[config.mk]
export PLATFORM = sky130hd
export DESIGN_NAME = alu_nibble_serial
export DESIGN_NICKNAME = d
export VERILOG_FILES = /design/src/rtl/alu_nibble_serial.sv
export SDC_FILE = /design/constraint.sdc
export NUM_CORES = 1
export LEC_CHECK = 0
export BUFFER_PORTS_ARGS = -buffer_cell sky130_fd_sc_hd__clkbuf_2
export CELL_PAD_IN_SITES_DETAIL_PLACEMENT = 2
export CELL_PAD_IN_SITES_GLOBAL_PLACEMENT = 2
export CORE_AREA = 2 2 85 87
export DETAILED_ROUTE_END_ITERATION = 6
export DIE_AREA = 0 0 87 89
export PLACE_DENSITY = 0.92
export SLEW_MARGIN = 5
export SYNTH_ARGS = -nofsm -noshare
export SYNTH_HDL_FRONTEND = slang
export SYNTH_SLANG_ARGS = --single-unit
export TNS_END_PERCENT = 20
[constraint.sdc]
create_clock -name clk -period 7.3 [get_ports clk]
set_input_delay 0.73 -clock clk [delete_from_list [all_inputs] [get_ports clk]]
set_output_delay 0.73 -clock clk [all_outputs]
set_load 0.05 [all_outputs]
[src/rtl/alu_nibble_serial.sv]
// Nibble-serial 65xx ALU: ADC/SBC resolve one binary/BCD digit per clock through a
// single 4-bit adder; ORA/AND/EOR/ROR/PSA complete on the accepting edge.

`ifndef ALU_ORA
`define ALU_ORA 4'h0
`define ALU_AND 4'h1
`define ALU_EOR 4'h2
`define ALU_ADC 4'h3
`define ALU_SBC 4'h4
`define ALU_ROR 4'h5
`define ALU_PSA 4'h6
`endif

module alu_nibble_serial #(
    parameter int WIDTH = 8
) (
    input  logic               clk,
    input  logic               reset,
    input  logic               start,
    input  logic [3:0]         op,
    input  logic [WIDTH-1:0]   a,
    input  logic [WIDTH-1:0]   b,
    input  logic               c_in,
    input  logic               dec,
    output logic               ready,
    output logic               done,
    output logic [WIDTH-1:0]   result,
    output logic               carry_out,
    output logic               half_carry_out,
    output logic               overflow_out,
    output logic               zero_out,
    output logic               neg_out,
    output logic [WIDTH/4-1:0] digit_carry
);

    localparam int DIGITS = WIDTH / 4;
    localparam int KW = (DIGITS > 1) ? $clog2(DIGITS) : 1;
    localparam logic [KW-1:0] LAST_K = KW'(DIGITS - 1);

    typedef enum logic [1:0] {IDLE, RUN, DONE} state_t;
    state_t state, state_next;

    logic             accept, in_arith, in_sbc;
    logic [WIDTH-1:0] b_eff;

    // Operands are held right-shifted so the active digit always sits in bits [3:0].
    logic [WIDTH-1:0] a_q, b_q;
    logic             sbc_q, dec_q, carry_q;
    logic [KW-1:0]    k_q;

    logic [KW-1:0]     dig_k;
    logic [3:0]        dig_a, dig_b, r;
    logic              dig_cin, dig_dec, dig_sbc;
    logic [4:0]        t;
    logic              cout, last_digit, arith_step, v_next;
    logic [WIDTH-1:0]  arith_result;
    logic [DIGITS-1:0] dc_next;
    logic [WIDTH-1:0]  logic_result;
    logic              logic_carry;

    assign ready      = (state != RUN);
    assign done       = (state == DONE);
    assign accept     = start && ready;
    assign in_sbc     = (op == `ALU_SBC);
    assign in_arith   = (op == `ALU_ADC) || in_sbc;
    assign b_eff      = in_sbc ? ~b : b;
    assign arith_step = (accept && in_arith) || (state == RUN);

    // Digit 0 comes straight from the ports on the accepting edge; later digits from the latches.
    always_comb begin
        // NOTE: combinational blocks use blocking '=' and give every output a value on every path, so no latches are inferred.
        dig_k   = '0;
        dig_a   = a[3:0];
        dig_b   = b_eff[3:0];
        dig_cin = c_in;
        dig_dec = dec;
        dig_sbc = in_sbc;
        if (state == RUN) begin
            dig_k   = k_q;
            dig_a   = a_q[3:0];
            dig_b   = b_q[3:0];
            dig_cin = carry_q;
            dig_dec = dec_q;
            dig_sbc = sbc_q;
        end
    end

    always_comb begin
        t    = {1'b0, dig_a} + {1'b0, dig_b} + {4'b0, dig_cin};
        r    = t[3:0];
        cout = t[4];
        if (dig_dec) begin
            if (!dig_sbc) begin
                cout = (t > 5'd9);
                if (cout) r = t[3:0] + 4'd6;
            end else if (!t[4]) begin
                r = t[3:0] + 4'd10;
            end
        end
        last_digit = (dig_k == LAST_K);
        // V uses the pre-adjust sum of the top digit, as the NMOS part does.
        v_next       = (dig_a[3] == dig_b[3]) && (dig_a[3] != t[3]);
        arith_result = WIDTH'({r, result} >> 4);
        dc_next      = DIGITS'({cout, digit_carry} >> 1);
    end

    always_comb begin
        logic_result = a;
        logic_carry  = 1'b0;
        case (op)
            `ALU_ORA: logic_result = a | b;
            `ALU_AND: begin
                logic_result = a & b;
                logic_carry  = |(a & b);
            end
            `ALU_EOR: logic_result = a ^ b;
            `ALU_ROR: begin
                logic_result = {c_in, a[WIDTH-1:1]};
                logic_carry  = a[0];
            end
            default: ;
        endcase
    end

    always_comb begin
        state_next = state;
        case (state)
            IDLE, DONE: begin
                if (accept)
                    state_next = (in_arith && !last_digit) ? RUN : DONE;
                else if (state == DONE)
                    state_next = IDLE;
            end
            RUN:     if (last_digit) state_next = DONE;
            default: state_next = IDLE;
        endcase
    end

    always_ff @(posedge clk) begin
        if (reset) state <= IDLE;
        else       state <= state_next;
    end

    always_ff @(posedge clk) begin
        if (reset) begin
            // NOTE: operand latches are reset along with the outputs so an aborted op leaves no stale state behind.
            a_q            <= '0;
            b_q            <= '0;
            sbc_q          <= 1'b0;
            dec_q          <= 1'b0;
            carry_q        <= 1'b0;
            k_q            <= '0;
            result         <= '0;
            carry_out      <= 1'b0;
            half_carry_out <= 1'b0;
            overflow_out   <= 1'b0;
            zero_out       <= 1'b0;
            neg_out        <= 1'b0;
            digit_carry    <= '0;
        end else begin
            if (accept) begin
                a_q   <= a >> 4;
                b_q   <= b_eff >> 4;
                sbc_q <= in_sbc;
                dec_q <= dec;
            end else if (state == RUN) begin
                a_q <= a_q >> 4;
                b_q <= b_q >> 4;
            end

            if (arith_step) begin
                // Result and digit carries shift in from the top; after DIGITS steps each digit is in place.
                result      <= arith_result;
                digit_carry <= dc_next;
                carry_q     <= cout;
                k_q         <= dig_k + 1'b1;
                if (last_digit) begin
                    carry_out      <= cout;
                    half_carry_out <= dc_next[0];
                    overflow_out   <= v_next;
                    zero_out       <= (arith_result == '0);
                    neg_out        <= arith_result[WIDTH-1];
                end
            end else if (accept) begin
                result         <= logic_result;
                carry_out      <= logic_carry;
                half_carry_out <= 1'b0;
                overflow_out   <= 1'b0;
                digit_carry    <= '0;
                zero_out       <= (logic_result == '0);
                neg_out        <= logic_result[WIDTH-1];
            end
        end
    end

endmodule

==> results of run 1 <==
worst max-delay path by stage:
stage	startpoint	end	slack (ns)	cells after the start
after floorplan	op[1]	result[7]$_SDFFE_PP0P_	3.30	17
after global placement	op[1]	result[7]$_SDFFE_PP0P_	2.58	16
after detailed placement	op[1]	result[7]$_SDFFE_PP0P_	2.19	16
after CTS	op[1]	neg_out$_SDFFE_PP0P_	2.42	16
after global routing	op[1]	neg_out$_SDFFE_PP0P_	2.12	16
final	op[1]	neg_out$_SDFFE_PP0P_	2.43	16
registers in the layout (all words and copies together), names as in the netlist:
name / flops
carry_q: 1
state: 2
k_q: 1
neg_out: 1
overflow_out: 1
half_carry_out: 1
dec_q: 1
a_q: 4
sbc_q: 1
zero_out: 1
carry_out: 1
digit_carry: 2
b_q: 4
result: 8
worst min-delay path: stages (launching register included):
cell     delay [ns]
dfxtp_1        0.32
nand2_1        0.06
a21oi_1        0.06
metal layers:
| layer | GRT usage (%) | vias up | routed length [µm] |
|---|---|---|---|
| met3 | 2.95 | 14 | 246 |
| met5 | 0 | - | 0 |
| li1 | - | 1155 | - |
| met2 | 44.6 | 53 | 4660 |
| met1 | 29.3 | 1266 | 4010 |
| met4 | 9.23 | 0 | 189 |
cell families after synthesis:
logic type	after synthesis
mux	6
flops	29
simple gates	101
compound gates	92
buf+inv	38
xor+xnor	12
fa+ha+maj	23
cell usage after synthesis, drive strengths merged (3+ instances only):
library cell	count	area (µm²)
nand4	3	18.8
ha	21	263
a22oi	9	67.6
nand3b	4	30.0
nand3	9	45.0
o21ai	18	90.1
a222oi	7	70.1
a211oi	10	75.1
and3	3	18.8
clkbuf	10	37.5
nand2	31	116
mux2i	5	50.1
o31ai	3	22.5
inv	22	85.1
o21a	7	52.6
nand2b	5	31.3
nor3	4	20.0
nor2	30	113
buf	6	31.3
a21oi	22	110
dfxtp	29	581
xnor2	10	87.6
nor4	3	18.8
power by group through the flow:
stage	clock [mW]	combinational, mW	sequential, mW
floorplan	0	0.113	0.196
global placement	0	0.174	0.179
detailed placement	0	0.185	0.180
CTS	0.143	0.192	0.177
global route	0.148	0.210	0.178
finish	0.140	0.193	0.177
through the flow:
stage,util [%],area [µm²],power [mW]
after floorplan,-,2340,0.309
after global routing,39.6,2660,0.536
final,39.6,2660,0.510
after CTS,39.6,2660,0.513
after global placement,38.4,2580,0.353
after detailed placement,38.4,2580,0.365
final cells by class:
class	instances	area (µm²)
Inverter	22	85.1
Timing Repair Buffer	41	205
Fill cell	797	4060
Multi-Input combinational cell	234	1610
Clock buffer	7	86.3
Tap cell	80	100
Sequential cell	29	581
==> metrics.md, run 1 <==
| Metric | Value |
|---|---|
| Outcome | `finished clean` |
| Effective utilization at floorplan | `34.8%` |
| Critical register-to-register path startpoint | `state[0]$_SDFFE_PP0P_` |
| Crit path required time | `7.49 ns` |
| Worst ir drop on vdd | `0.0000484 V` |
| Maximum number of pins on one net before global-route repair | `28` |
| Die width | `87 µm` |
| Post-Route Skew | `0.00570 ns` |
| Number of endpoints with negative hold slack in the final report | `0` |
| Post-synthesis simple-gate area fraction | `21.1%` |
| Sequential share of the synthesized area | `24.8%` |
| Net switching share of the total power | `39.5%` |
| Global-route usage over all layers | `24.5%` |
| Max-cap viol count | `0` |
| Number of enable-type register cells in the synthesized netlist | `0` |
| Setup ws final | `2.43 ns` |
| Total power per unit cell area | `191 mW/mm²` |
| Crit path time final | `4.87 ns` |
| Total clock sinks | `29` |
| Post-CTS Setup Repair Bufs | `0` |
| Flip-flop and latch count after synthesis | `29` |
| TritonCTS buffer count | `5` |
| Biggest cell delay along the critical path | `0.93 ns` |
| Post-Syn Nets | `349` |
| Final setup TNS | `0 ns` |
| Most frequent cells in the layout | `clkbuf_2 (41), nand2_1 (31), nor2_1 (30)` |
| Async SR Flop Fraction | `0%` |
| Post-route fraction of the period consumed by the critical path | `66.7%` |
| Post-synthesis compound-gate area fraction | `27.3%` |
| Number of search-and-repair iterations in the first detailed-routing pass | `4` |
| Critical Path End Type | `register` |
| Core ar. | `0.00672 mm²` |
| Reg2Reg Depth | `14` |
| Via count of the first global-routing pass | `2617` |
| Library cells used by synthesis | `50` |
| Wire length per cell after detailed routing | `22.0 µm` |
| Fraction of layout instances using a drive strength above 1 | `16.2%` |
| Number of setup violations in the final report | `0` |
| Synthesized area | `0.00234 mm²` |
| Net switching power | `201 µW` |
| Combinational fraction of design power | `37.9%` |
| Placed Instances | `406` |
| Portion of netlist area occupied by mux cells | `2.78%` |
| Endpoint of the worst register-to-register path | `neg_out$_SDFFE_PP0P_` |
| Share of total power in the clock network | `27.4%` |
| Worst hold path depth | `2` |
| Sort of element at the start of the critical path | `primary input` |
| Largest fanout on the critical path | `27` |
| Adder and majority cell fraction of the synthesized area | `12.9%` |
| Maximum count of clock buffers along a single path | `2` |
| Number of buffers inserted for hold repair after clock tree synthesis | `0` |
| Most common cell after layout, fill and taps aside | `clkbuf_2` |
| Number of rows created at floorplan | `30` |
| H-Tree Level Count | `2` |
| Post-synthesis cell count | `301` |
| Synthesized-area fraction occupied by xor and xnor cells | `4.49%` |
| Number of vias in the routed layout | `2488` |
| DRC marker count from the first detailed-route iteration | `129` |
| Worst-path clk slew | `0.07 ns` |
| Nets@finish | `381` |
| Number of standard cells in the final layout excluding fillers | `413` |
| P&R area growth vs syn | `13.8%` |
| CTS tree | `built` |
| Type of the worst setup path | `primary input to register` |
| Worst hold start | `half_carry_out$_SDFFE_PP0P_` |
| Post-route DRC violation count | `0` |
| Clock Latency Late Sink | `0.29 ns` |
| Setup repair after global routing missed its margin | `no` |
| Slew headroom | `22.2%` |
| Family of cells with the greatest summed delay on the critical path | `simple AND/OR/NAND/NOR gates` |
| Chip Height | `89 µm` |
| Cell Int Power | `308 µW` |
| Die footprint | `0.00774 mm²` |
| Count of buffer and inverter cells on the critical path | `3` |
| Worst-case register-to-register setup slack | `3.35 ns` |
| Antenna Violating Nets Remaining | `0` |
| Final hold slack | `0.484 ns` |
| PortBufs | `41` |
| I/O Pins | `42` |
| Seq pwr share | `34.7%` |
| Placement Setup Slack | `2.19 ns` |
| Crit-path cells | `clkbuf_2, nor4b_4, xnor2_1, nor2_1, a21oi_1, fa_1, inv_1, fa_1, xor2_1, inv_1, ha_1, or3_1, o21ai_1, a211oi_1, a41o_1, o32ai_1` |
| Lkg Pwr | `1.20 nW` |
| Slew at the pin closest to its max-slew limit | `1.17 ns` |
| Vias per Instance | `6.02` |
| Final weighted congestion in routability-driven placement | `0.815` |
| Endpoint of the worst hold path | `half_carry_out$_SDFFE_PP0P_` |
| First-pass GRT wire length | `14300 µm` |
| Post-cts sizing count | `0` |
| Post-DP HPWL | `6440 µm` |
| Slew Viols, Final | `0` |
| Clock root buffer | `clkbuf_8` |
| Number of antenna violations at the first check in global routing | `0` |
| Inserted Diodes | `0` |
| Critical-path cell with the highest stage delay | `nor4b_4` |
| Top flip-flop cell by instance count after synthesis | `dfxtp_1` |
| Max Fclk | `0.205 GHz` |
| Path class of the lowest-slack min-delay path | `register to register` |
| Arrival time at the worst endpoint | `5.06 ns` |
| Main combinational cell family by area after synthesis | `compound AO/OA/AOI/OAI gates` |
| Residual overflow from global routing | `0` |
| Number of warnings reported in the yosys synthesis log | `0` |
| Final Routed Wirelength | `9100 µm` |
| Average cell area after synthesis | `7.78 µm²` |
Power figures use the tool's default switching activity.
==> inputs of run 2 (changes only) <==
--- a/config.mk
+++ b/config.mk
@@ -5,13 +5,14 @@
 export SDC_FILE = /design/constraint.sdc
 export NUM_CORES = 1
 export LEC_CHECK = 0
+export ABC_AREA = 1
 export BUFFER_PORTS_ARGS = -buffer_cell sky130_fd_sc_hd__clkbuf_2
 export CELL_PAD_IN_SITES_DETAIL_PLACEMENT = 2
 export CELL_PAD_IN_SITES_GLOBAL_PLACEMENT = 2
-export CORE_AREA = 2 2 85 87
+export CORE_AREA = 2 2 98 100
 export DETAILED_ROUTE_END_ITERATION = 6
-export DIE_AREA = 0 0 87 89
-export PLACE_DENSITY = 0.92
+export DIE_AREA = 0 0 100 102
+export PLACE_DENSITY = 0.82
 export SLEW_MARGIN = 5
 export SYNTH_ARGS = -nofsm -noshare
 export SYNTH_HDL_FRONTEND = slang
==> constraint.sdc (replaced) <==
create_clock -name clk -period 4 [get_ports clk]
set_input_delay 0.4 -clock clk [delete_from_list [all_inputs] [get_ports clk]]
set_output_delay 0.4 -clock clk [all_outputs]
set_load 0.05 [all_outputs]
==> run 2 against run 1 <==
Compared with the run above:
- first-iteration DRC count shrank 40%
- register-to-register slack lost 2.9 ns
- sequential share of layout area shrank 1.2 points
- core utilization shrank 8.7 points
- die area grew 32%
- final cell count grew 26%
- hold slack lost 0.064 ns
==> metrics.md, run 2 <==
| Metric | Value |
|---|---|
| Outcome | `finished clean (unchanged)` |
| Total clock sinks | `29 (unchanged)` |
| Cell Int Power | `613 µW (was 308 µW)` |
| Final Routed Wirelength | `8840 µm (was 9100 µm)` |
| Family of cells with the greatest summed delay on the critical path | `simple AND/OR/NAND/NOR gates (unchanged)` |
| Async SR Flop Fraction | `0% (unchanged)` |
| Vias per Instance | `5.00 (was 6.02)` |
| Global-route usage over all layers | `18.0% (was 24.5%)` |
| Flip-flop and latch count after synthesis | `29 (unchanged)` |
| Top flip-flop cell by instance count after synthesis | `dfxtp_1 (unchanged)` |
| Path class of the lowest-slack min-delay path | `primary input to register (was register to register)` |
| Number of endpoints with negative hold slack in the final report | `0 (unchanged)` |
| Final hold slack | `0.420 ns (was 0.484 ns)` |
| Die footprint | `0.0102 mm² (was 0.00774 mm²)` |
| Die width | `100 µm (was 87 µm)` |
| I/O Pins | `42 (unchanged)` |
| GR Util met3 | `1.57% (was 2.95%)` |
| Sequential share of the synthesized area | `24.1% (was 24.8%)` |
| Crit path required time | `4.17 ns (was 7.49 ns)` |
| Number of rows created at floorplan | `35 (was 30)` |
| Nets@finish | `455 (was 381)` |
| Met2 layer usage reported by global route | `35.0% (was 44.6%)` |
| Max-cap viol count | `0 (unchanged)` |
| Biggest area consumer among synthesized cells | `dfxtp_1 (unchanged)` |
| Net switching power | `379 µW (was 201 µW)` |
| Slew Viols, Final | `0 (unchanged)` |
| Residual overflow from global routing | `0 (unchanged)` |
| Worst-path clk slew | `0.07 ns (about the same)` |
| Share of total power in the clock network | `32.1% (was 27.4%)` |
| TritonCTS buffer count | `5 (unchanged)` |
| Placement Setup Slack | `0.515 ns (was 2.19 ns)` |
| Cell area after layout | `0.00282 mm² (was 0.00266 mm²)` |
| DRC marker count from the first detailed-route iteration | `77 (was 129)` |
| Final setup TNS | `0 ns (unchanged)` |
| Top Usage Layer GRT | `met2 (unchanged)` |
| Via count of the first global-routing pass | `2808 (was 2617)` |
| Maximum number of pins on one net before global-route repair | `19 (was 28)` |
| Maximum count of clock buffers along a single path | `2 (unchanged)` |
| Synth top area cells | `dfxtp_1 (24%), nand2_1 (13%), ha_1 (11%) (was dfxtp_1 (25%), ha_1 (11%), nand2_1 (5.0%))` |
| Core ar. | `0.00911 mm² (was 0.00672 mm²)` |
| Library cells used by synthesis | `34 (was 50)` |
| Post-synthesis cell count | `368 (was 301)` |
| Number of setup violations in the final report | `0 (unchanged)` |
| Clock Latency Late Sink | `0.28 ns (was 0.29 ns)` |
| Largest fanout on the critical path | `18 (was 27)` |
| PortBufs | `41 (unchanged)` |
| P&R area growth vs syn | `17.1% (was 13.8%)` |
| Number of search-and-repair iterations in the first detailed-routing pass | `4 (unchanged)` |
| Layout filler cell count | `1123 (was 797)` |
| Synthesized area | `0.00241 mm² (was 0.00234 mm²)` |
| Critical Path End Type | `register (unchanged)` |
| Number of warnings reported in the yosys synthesis log | `0 (unchanged)` |
| Ranking of synthesized cells by instance count | `nand2_1 (82), inv_1 (53), o21ai_0 (41), a21oi_1 (33), dfxtp_1 (29) (was nand2_1 (31), nor2_1 (30), dfxtp_1 (29), a21oi_1 (22))` |
| Top cell type's share of synthesized area | `24.1% (was 24.8%)` |
| Type of the worst setup path | `register to register (was primary input to register)` |
| Post-Route Skew | `0.00753 ns (was 0.00570 ns)` |
| Arrival time at the worst endpoint | `3.72 ns (was 5.06 ns)` |
| Slew headroom | `58.7% (was 22.2%)` |
| Crit path time final | `3.55 ns` |
| Seq pwr share | `32.9% (was 34.7%)` |
| Most flops, register | `result (unchanged)` |
| Slew at the pin closest to its max-slew limit | `0.618 ns (was 1.17 ns)` |
| Number of antenna violations at the first check in global routing | `0 (unchanged)` |
| Post-DP HPWL | `7200 µm (was 6440 µm)` |
| Post-CTS Setup Repair Bufs | `0 (unchanged)` |
| Post-route fraction of the period consumed by the critical path | `88.7%` |
| Critical-path cell with the highest stage delay | `fa_1 (was nor4b_4)` |
| Worst ir drop on vdd | `0.000134 V (was 0.0000484 V)` |
| H-Tree Level Count | `2 (unchanged)` |
| Total power per unit cell area | `351 mW/mm² (was 191 mW/mm²)` |
| Antenna Violating Nets Remaining | `0 (unchanged)` |
| Biggest registers after layout | `result: 8 flops, a_q: 4 flops, b_q: 4 flops (unchanged)` |
| Clock root buffer | `clkbuf_8 (unchanged)` |
| First-pass GRT wire length | `14300 µm (about the same)` |
| Most frequent cells in the layout | `nand2_1 (82), inv_1 (53), o21ai_0 (41), clkbuf_2 (41), a21oi_1 (33) (was clkbuf_2 (41), nand2_1 (31), nor2_1 (30))` |
| Combinational fraction of design power | `34.9% (was 37.9%)` |
| Sort of element at the start of the critical path | `register (was primary input)` |
| Chip Height | `102 µm (was 89 µm)` |
| Largest register FFs | `8 (unchanged)` |
| Net switching share of the total power | `38.2% (was 39.5%)` |
| Most common cell in the netlist | `nand2_1 (unchanged)` |
| Wire length per cell after detailed routing | `17.0 µm (was 22.0 µm)` |
| Most common cell after layout, fill and taps aside | `nand2_1 (was clkbuf_2)` |
| Effective utilization at floorplan | `26.5% (was 34.8%)` |
| Post-Syn Nets | `416 (was 349)` |
| Setup repair after global routing missed its margin | `no (unchanged)` |
| Lkg Pwr | `1.44 nW (was 1.20 nW)` |
| CTS tree | `built (unchanged)` |
| Crit-path cells | `inv_1, nand2_2, inv_2, o21ai_0, a21oi_1, fa_1, inv_1, fa_1, inv_1, ha_1, nand2_1, a21boi_0, nand2_1, nand3_1, nand4_1, nand3_1, nand3_1, nand3_1, inv_1 (was clkbuf_2, nor4b_4, xnor2_1, nor2_1, a21oi_1, fa_1, inv_1, fa_1, xor2_1, inv_1, ha_1, or3_1, o21ai_1, a211oi_1, a41o_1, o32ai_1)` |
| Average cell area after synthesis | `6.55 µm² (was 7.78 µm²)` |
| Count of buffer and inverter cells on the critical path | `5 (was 3)` |
| Fraction of layout instances using a drive strength above 1 | `18.4% (was 16.2%)` |
| Biggest cell delay along the critical path | `0.55 ns (was 0.93 ns)` |
| Final weighted congestion in routability-driven placement | `0.829 (was 0.815)` |
| GR Layer Usage met1 | `21.9% (was 29.3%)` |
| Sum of internal, switching and leakage power | `991 µW (was 510 µW)` |
| Inserted Diodes | `0 (unchanged)` |
| Placement-stage cell area | `0.00270 mm² (was 0.00258 mm²)` |
| Post-route DRC violation count | `0 (unchanged)` |
| Number of buffers inserted for hold repair after clock tree synthesis | `0 (unchanged)` |
| Setup ws final | `0.451 ns (was 2.43 ns)` |
| Number of enable-type register cells in the synthesized netlist | `0 (unchanged)` |
| Number of vias in the routed layout | `2593 (was 2488)` |
| Max Fclk | `0.282 GHz` |
| Post-cts sizing count | `0 (unchanged)` |
run 2: worst register-to-register path: cells and delay by family, from the launching register on:
kind                     cells  cell delay, ns
adder cells (fa/ha/maj)      3            0.95
buffers and inverters        5            0.62
AND/OR/NAND/NOR              8            1.01
AO/OA/AOI/OAI                3            0.55
flip-flops                   1            0.32
run 2: stage by stage:
stage | instances | util, %
floorplan | 368 | -
global placement | 511 | 29.7
detailed placement | 511 | 29.7
CTS | 519 | 31.0
global route | 519 | 31.0
finish | 519 | 31.0
run 2: power by group through the flow:
stage / Combinational [mW] / Sequential (mW) / Clock [mW]
floorplan: 0.197 / 0.372 / 0
global placement: 0.329 / 0.331 / 0
detailed placement: 0.345 / 0.332 / 0
CTS: 0.349 / 0.326 / 0.327
global route: 0.389 / 0.329 / 0.336
finish: 0.346 / 0.327 / 0.319
run 2: cell families after synthesis:
logic type | Yosys count | share of synthesized area [%]
compound gates | 91 | 20.7
buf+inv | 66 | 11.1
simple gates | 158 | 31.2
flops | 29 | 24.1
fa+ha+maj | 23 | 12.6
mux | 1 | 0.415
run 2: final cells by class:
type / instances / area, µm² / share of cell area (%)
Clock buffer: 6 / 82.6 / 2.93
Clock inverter: 2 / 37.5 / 1.33
Inverter: 57 / 214 / 7.58
Multi-Input combinational cell: 273 / 1560 / 55.4
Sequential cell: 29 / 581 / 20.6
Tap cell: 111 / 139 / 4.92
Timing Repair Buffer: 41 / 205 / 7.27
run 2: worst paths after layout:
kind	start	endpoint	slack [ns]	depth (start not counted)
max	state[1]$_SDFFE_PP0P_	result[7]$_SDFFE_PP0P_	0.45	19
min	a[7]	a_q[3]$_SDFFE_PP0P_	0.42	3
max reg2reg	state[1]$_SDFFE_PP0P_	result[7]$_SDFFE_PP0P_	0.45	19
min reg2reg	a_q[0]$_SDFFE_PP0P_	a_q[0]$_SDFFE_PP0P_	0.47	2
run 2: routing by layer:
metal | routed length [µm] | vias up | part of all wire (%)
met3 | 180 | 6 | 2.0
met4 | 75 | 0 | 0.85
met5 | 0 | - | 0
met1 | 3970 | 1281 | 45
li1 | - | 1282 | -
met2 | 4610 | 24 | 52
